==> config.mk <==
export PLATFORM = sky130hd
export DESIGN_NAME = uart_rx_flat
export DESIGN_NICKNAME = d
export VERILOG_FILES = /design/src/rtl/uart_rx_if.sv /design/src/rtl/uart_rx.sv /design/src/flat_wrapper.sv
export SDC_FILE = /design/constraint.sdc
export NUM_CORES = 1
export LEC_CHECK = 0
export ABC_AREA = 1
export CORE_AREA = 3 3 55 57
export DETAILED_ROUTE_END_ITERATION = 12
export DIE_AREA = 0 0 58 60
export PLACE_DENSITY = 0.84
export RECOVER_POWER = 100
export SLEW_MARGIN = 0
export SYNTH_ARGS = -nofsm -noshare
export SYNTH_HDL_FRONTEND = slang
export SYNTH_SLANG_ARGS = --single-unit
==> constraint.sdc <==
create_clock -name clock -period 3.4 [get_ports clock]
set_input_delay 0.85 -clock clock [delete_from_list [all_inputs] [get_ports clock]]
set_output_delay 0.85 -clock clock [all_outputs]
set_load 0.03 [all_outputs]
==> src/rtl/uart_rx_if.sv <==
// Serial-receiver bus: line and baud enable in, received byte and status out.
interface uart_rx_if;
  logic       rx_serial;
  logic       baud_tick;
  logic [7:0] rx_data;
  logic       rx_valid;
  logic       parity_err;
  logic       frame_err;
  logic       busy;

  // Side that drives the serial line and consumes received frames.
  modport master (
    output rx_serial, baud_tick,
    input  rx_data, rx_valid, parity_err, frame_err, busy
  );

  // The receiver itself.
  modport slave (
    input  rx_serial, baud_tick,
    output rx_data, rx_valid, parity_err, frame_err, busy
  );
endinterface

==> src/rtl/uart_rx.sv <==
// UART receiver, 16x oversampling, 8 data bits, optional parity, one stop bit.
// Start bit is confirmed at mid-bit; every later bit is sampled 16 ticks on,
// so each sample lands near the middle of its bit.
module uart_rx #(
  parameter bit PARITY_EN  = 1'b1,
  parameter bit PARITY_ODD = 1'b0
) (
  input  logic    clock,
  input  logic    reset,
  uart_rx_if.slave bus
);

  typedef enum logic [2:0] {
    IDLE,
    START,
    DATA,
    PARITY,
    STOP,
    BREAK
  } state_t;

  state_t     state_q, state_d;
  logic [3:0] tick_q, tick_d;
  logic [2:0] bit_q, bit_d;
  logic [7:0] shift_q, shift_d;
  logic       par_mis_q, par_mis_d;
  logic [7:0] data_q, data_d;
  logic       valid_q, valid_d;
  logic       perr_q, perr_d;
  logic       ferr_q, ferr_d;
  logic       rx_meta, rx_sync;

  // Two-flop synchronizer; flops reset to the idle (high) line level.
  always_ff @(posedge clock) begin
    // NOTE: reset is synchronous and active-low, so it lives inside the clocked branch, not the sensitivity list.
    if (!reset) begin
      rx_meta <= 1'b1;
      rx_sync <= 1'b1;
    end else begin
      // NOTE: non-blocking assignments here keep rx_sync one full cycle behind rx_meta.
      rx_meta <= bus.rx_serial;
      rx_sync <= rx_meta;
    end
  end

  // Next-state and datapath: nothing moves unless baud_tick is high.
  always_comb begin
    // NOTE: every signal gets its hold value first so no path leaves one unassigned (no latches).
    state_d   = state_q;
    tick_d    = tick_q;
    bit_d     = bit_q;
    shift_d   = shift_q;
    par_mis_d = par_mis_q;
    data_d    = data_q;
    valid_d   = 1'b0;
    perr_d    = perr_q;
    ferr_d    = ferr_q;

    if (bus.baud_tick) begin
      unique case (state_q)
        IDLE: begin
          if (!rx_sync) begin
            state_d = START;
            tick_d  = 4'd0;
          end
        end
        START: begin
          if (tick_q == 4'd7) begin
            tick_d  = 4'd0;
            bit_d   = 3'd0;
            // A line back high at mid-start was a glitch: drop it silently.
            state_d = rx_sync ? IDLE : DATA;
          end else begin
            tick_d = tick_q + 4'd1;
          end
        end
        DATA: begin
          // Counter wraps 15 -> 0 on its own, giving the next bit's 16 ticks.
          tick_d = tick_q + 4'd1;
          if (tick_q == 4'd15) begin
            shift_d = {rx_sync, shift_q[7:1]};
            bit_d   = bit_q + 3'd1;
            if (bit_q == 3'd7) begin
              state_d = PARITY_EN ? PARITY : STOP;
            end
          end
        end
        PARITY: begin
          tick_d = tick_q + 4'd1;
          if (tick_q == 4'd15) begin
            par_mis_d = rx_sync ^ (^shift_q) ^ PARITY_ODD;
            state_d   = STOP;
          end
        end
        STOP: begin
          tick_d = tick_q + 4'd1;
          if (tick_q == 4'd15) begin
            data_d  = shift_q;
            valid_d = 1'b1;
            perr_d  = PARITY_EN ? par_mis_q : 1'b0;
            ferr_d  = ~rx_sync;
            // A low stop bit means a break; wait for the line to recover.
            state_d = rx_sync ? IDLE : BREAK;
          end
        end
        BREAK: begin
          if (rx_sync) begin
            state_d = IDLE;
          end
        end
        default: begin
          state_d = IDLE;
        end
      endcase
    end
  end

  // State, counters and output registers.
  always_ff @(posedge clock) begin
    if (!reset) begin
      state_q   <= IDLE;
      tick_q    <= 4'd0;
      bit_q     <= 3'd0;
      shift_q   <= 8'h00;
      par_mis_q <= 1'b0;
      data_q    <= 8'h00;
      valid_q   <= 1'b0;
      perr_q    <= 1'b0;
      ferr_q    <= 1'b0;
    end else begin
      state_q   <= state_d;
      tick_q    <= tick_d;
      bit_q     <= bit_d;
      shift_q   <= shift_d;
      par_mis_q <= par_mis_d;
      data_q    <= data_d;
      valid_q   <= valid_d;
      perr_q    <= perr_d;
      ferr_q    <= ferr_d;
    end
  end

  assign bus.rx_data    = data_q;
  assign bus.rx_valid   = valid_q;
  assign bus.parity_err = perr_q;
  assign bus.frame_err  = ferr_q;
  assign bus.busy       = (state_q != IDLE);

endmodule

==> src/flat_wrapper.sv <==
// flat-port wrapper written by rule: the top's interface ports become plain ports
module uart_rx_flat 
#(
  parameter bit PARITY_EN  = 1'b1,
  parameter bit PARITY_ODD = 1'b0
)
  (clock, reset, bus_rx_serial, bus_baud_tick, bus_rx_data, bus_rx_valid, bus_parity_err, bus_frame_err, bus_busy);
  uart_rx_if bus_i ();
  input  logic clock;
  input  logic reset;
  input wire logic [$bits(bus_i.rx_serial)-1:0] bus_rx_serial;
  input wire logic [$bits(bus_i.baud_tick)-1:0] bus_baud_tick;
  output wire logic [$bits(bus_i.rx_data)-1:0] bus_rx_data;
  output wire logic [$bits(bus_i.rx_valid)-1:0] bus_rx_valid;
  output wire logic [$bits(bus_i.parity_err)-1:0] bus_parity_err;
  output wire logic [$bits(bus_i.frame_err)-1:0] bus_frame_err;
  output wire logic [$bits(bus_i.busy)-1:0] bus_busy;
  assign bus_i.rx_serial = bus_rx_serial;
  assign bus_i.baud_tick = bus_baud_tick;
  assign bus_rx_data = bus_i.rx_data;
  assign bus_rx_valid = bus_i.rx_valid;
  assign bus_parity_err = bus_i.parity_err;
  assign bus_frame_err = bus_i.frame_err;
  assign bus_busy = bus_i.busy;
  uart_rx #(.PARITY_EN(PARITY_EN), .PARITY_ODD(PARITY_ODD)) u_core (.clock(clock), .reset(reset), .bus(bus_i));
endmodule
After elaboration in Yosys (flattened, before gate mapping):

Cells that the tools add are included.

* register bits: 32
* latch bits: 0
* RAM bits: 0
* bits in read-only memories: 0
* output and inout bits: 12
* word-level logic and storage cells: 60
* memories: 0

* add/subtract/negate cells: 2
* $mul: 0
* divide/modulo/power cells: 0
* order comparisons: 0
* equality and inequality tests: 15
* shift operators: 0
* multiplexer cells: 17
* bitwise operators: 2
* reductions and logical operators: 13

Operator list (number)
* 3-bit 2-to-1 mux: 10
* 3-bit case mux with 6 select lines: 1
* 3-bit AND reduction: 5
* 2-bit by 1-bit inequality test with 1-bit output (second input constant): 6
* 4-bit case mux with 3 select lines: 1
* 3-bit equality test (second input constant): 3
* 4-bit 2-to-1 mux: 2
* 8-bit AND reduction: 1
* 8-bit parity: 1
* 3-bit by 2-bit equality test with 1-bit output (second input constant): 2
* 3-bit case mux with 2 select lines: 1
* 3-bit nonzero test: 2
* 4-bit by 1-bit adder with 4-bit output (second input constant): 1
* 4-bit by 3-bit equality test with 1-bit output (second input constant): 1
* 4-bit equality test (second input constant): 1
* 4-bit AND reduction: 1
* 3-bit by 1-bit adder with 3-bit output (second input constant): 1
* 3-bit by 1-bit equality test with 1-bit output (second input constant): 1
* 3-bit zero test: 1
* 3-bit OR reduction: 1
* 2-bit 2-to-1 mux: 1
* 2-bit inequality test (second input constant): 1
* 2-bit nonzero test: 1
* 1-bit 2-to-1 mux: 1
* 2 further kinds: 2

Longest topological paths before layout:

* depth after elaboration: 4
* gate-level depth with buffers: 11
* gate-level depth less buffers: 11

Worst setup path before layout:

Ideal clock, no wire load.

* kind: register -> output
* start point: register u_core.state_q[0]
* end point: output port bus_busy
* arrival time: 0.761 ns
* data required time: 2.550 ns
* path slack: 1.789 ns
* cell stages (with the launch flop): 4
* buffers on the path: 1
* cell sequence: dfxtp_1 -> buf_6 -> nor2_2 -> nand2_1

* word-level cells in the longest chain between the ends: 1

RTL lines
* start, declared: line uart_rx.sv:22 `state_t state_q, state_d;`
* start signal, assigned: line uart_rx.sv:131 `state_q <= state_d;`
* 3-bit nonzero test: line uart_rx.sv:147 `assign bus.busy = (state_q != IDLE);`
* end, declared: line flat_wrapper.sv:17 `output wire logic [$bits(bus_i.busy)-1:0] bus_busy;`

Every way passes these cells.

Worst setup path after layout:

Ends and elaborated chain as after synthesis.

==> flow_summary_export.csv <==
group,metric,value,unit
critical_path,required,2.55,ns
cells_and_area,fillCellCount,233,
place,place_congestion,0.8723,
run,cap_viol_max_count,0,
yosys,synth-edff-count,0,
cells_and_area,layout-drive-gt1-share,12.89,%
timing,rsz0062_at_grt,"false",
critical_path,criticalPathCategory,"reg -> out",
cts,cts_resized,0,
power_and_ir_drop,power_density,614.3,nW/um2
timing,setup_tns,0,ns
yosys,yosys.area.top_type_share,41.93,%
yosys,synth_cell_type_count,29,
yosys,synth_most_common_cell,"nand2_1",
die,io-pin-count,16,
place,place_hpwl,2.356,mm
cts,cts-root-buf,"clkbuf_4",
timing,drv_slew,0,
grt,grt_overflow,0,
critical_path,critical-path-max-stage-delay,0.73,ns
timing,tightest_slew,0.5793,ns
critical_path,critical_path.cell_chain,"nor2_2 > nand2_1 > dlygate4sd3_1",
cts,htree_num_levels,2,
die,dieWidth,58,um
timing,setup_violations,0,
cts,cts_hold_buf,0,
cells_and_area,insertedDiodeCount,0,
yosys,ys_async_sr_fraction,0,%
timing,timing.fmax,0.3813,GHz
cts,cts_tree,"yes",
yosys,seq_area_frac_synth,41.93,%
yosys,netlist_top_cells_area,"dfxtp_1 42%, nand2_1 9.3%, nor2_1 6.9%",
route,wl_per_cell,12.33,um
cts,cts_buffers,5,
cts,cts_sinks,32,
route,first_iter_violations,51,
route,wirelength,3.144,mm
die,start_util,60.57,%
die,die_h,60,um
place,portBuffers,15,
grt,grt_pass1_vias,1253,
die,rows,18,
critical_path,end_kind,"output pin",
critical_path,critPathSlowestCell,"dlygate4sd3_1",
yosys,ys.flop_type,"dfxtp_1",
critical_path,path_max_fanout,8,
critical_path,crit_arrival,1.77,ns
route,drc_errors,0,
grt,grt_pass1_wl,5.313,mm
yosys,syn_nets,214,
timing,fin_crit,2.623,ns
timing,final.period_utilization,77.14,%
timing,clock_skew,0.009670,ns
yosys,synth_warnings,0,
yosys,synth_largest_area_cell,"dfxtp_1",
cells_and_area,final_nets,232,
cts,postCtsSetupRepairBufs,0,
power_and_ir_drop,leakage,0.8147,nW
timing,fin_hold_ws,0.4339,ns
grt,grt_max_degree,17,
yosys,syn_area,1528,um2
critical_path,crit_buf_inv,1,
yosys,ys_seq_elements,32,
yosys,synth.avg_cell_area,7.380,um2
yosys,syn_inst,207,
route,viasPerCell,5.314,
die,core_area,2522,um2
timing,final_hold_viol_count,0,
grt,track_usage,20.32,%
outcome,status,"completed",
critical_path,worstSetupStartpointType,"flip-flop",
hold_path,hold_path.class,"reg -> reg",
critical_path,reg2reg_slack,1.44,ns
grt,antenna_found_initial,0,
route,vias,1355,
die,dieArea,3480,um2
route,ant_nets,0,
power_and_ir_drop,vdd_ir_drop_max,545.8,uV
yosys,netlist_top_cells_count,"38 x nand2_1, 32 x dfxtp_1, 28 x nor2_1",
cts,path_clk_slew,0.10,ns
cts,insertion_delay,0.33,ns
timing,slew_headroom,61.38,%
critical_path,cp_top_family,"buffers and inverters",
cells_and_area,area_growth,11.71,%
cts,cts.path.max_buffers,2,
route,dr.pass1.iters,4,
-- flip-flops by register name, indices dropped and copies added, names as in the netlist, 3 cells and up --
| register | count |
|---|---|
| u_core.bit_q | 3 |
| u_core.bus.rx_data | 8 |
| u_core.shift_q | 8 |
| u_core.tick_q | 4 |
| u_core.state_q | 3 |
-- power breakdown --
part | internal (mW) | switching, mW | total (mW)
Combinational | 0.119 | 0.248 | 0.367
Sequential | 0.398 | 0.0395 | 0.438
Clock | 0.117 | 0.127 | 0.244
Total | 0.635 | 0.414 | 1.05
-- final timing paths --
| kind | from | to | depth (start not counted) |
|---|---|---|---|
| min reg2reg | u_core.rx_meta | u_core.rx_sync | 1 |
| min | u_core.rx_meta | u_core.rx_sync | 1 |
| max reg2reg | u_core.tick_q[0] | u_core.bus.rx_data[5] | 9 |
| max | u_core.state_q[0] | bus_busy | 3 |
-- kinds of logic (layout without fill, tap and decap cells) --
| logic type | count (synthesis) | after routing | share of synthesized area [%] |
|---|---|---|---|
| simple gates | 100 | 100 | 30.63 |
| compound gates | 40 | 40 | 13.76 |
| flops | 32 | 32 | 41.93 |
| buf+inv | 28 | 46 | 8.927 |
| xor+xnor | 4 | 4 | 2.294 |
| fa+ha+maj | 3 | 3 | 2.457 |
-- placed cells by master, fill, tap and decap left out, drive strengths merged --
cell / count
a21o: 1
nand3b: 2
nand3: 15
nand4: 1
clkinvlp: 1
nor2: 35
dlygate4sd3: 14
nand2: 45
xnor2: 2
xor2: 2
o21ai: 21
clkbuf: 8
dfxtp: 32
clkdlybuf4s50: 1
inv: 22
a21oi: 18
ha: 3
or2: 2
-- worst register-to-register path, cell delays in order (launching register included) --
cell	delay, ns
dfxtp_1	0.34
ha_1	0.24
nand2_2	0.09
nor2_2	0.05
inv_2	0.04
nor2_1	0.05
nand2_1	0.21
clkinvlp_2	0.45
o21ai_0	0.29
a21oi_1	0.07
-- per-layer routing --
layer  GRT usage (%)  part of all wire, %
met5               0                    0
met1           22.47                   43
met2           35.97                   49
met4           9.272                  1.7
met3           5.832                  6.6
-- final cells by class --
| cell class | instances | area, um2 | area share, % |
|---|---|---|---|
| inverter | 23 | 87.58 | 5.132 |
| sequential | 32 | 640.6 | 37.54 |
| clock buffer | 7 | 65.06 | 3.812 |
| timing repair buffer | 16 | 153.9 | 9.018 |
| multi-input combinational | 147 | 721.9 | 42.30 |
| tap | 30 | 37.54 | 2.199 |
-- per-stage QoR --
stage                     utilization [%]  cell area (um2)  power, mW  instances  setup WS, ns
after global placement              66.42             1675     0.8044        248         1.278
after global routing                67.66             1707      1.117        255        0.7048
after detailed placement            66.42             1675     0.8212        248         1.234
final                               67.66             1707      1.048        255        0.7771
after floorplan                         -             1528     0.7410        207         1.789
after CTS                           69.00             1740      1.060        255        0.8494
No activity file was read; power rests on OpenSTA's default activity.
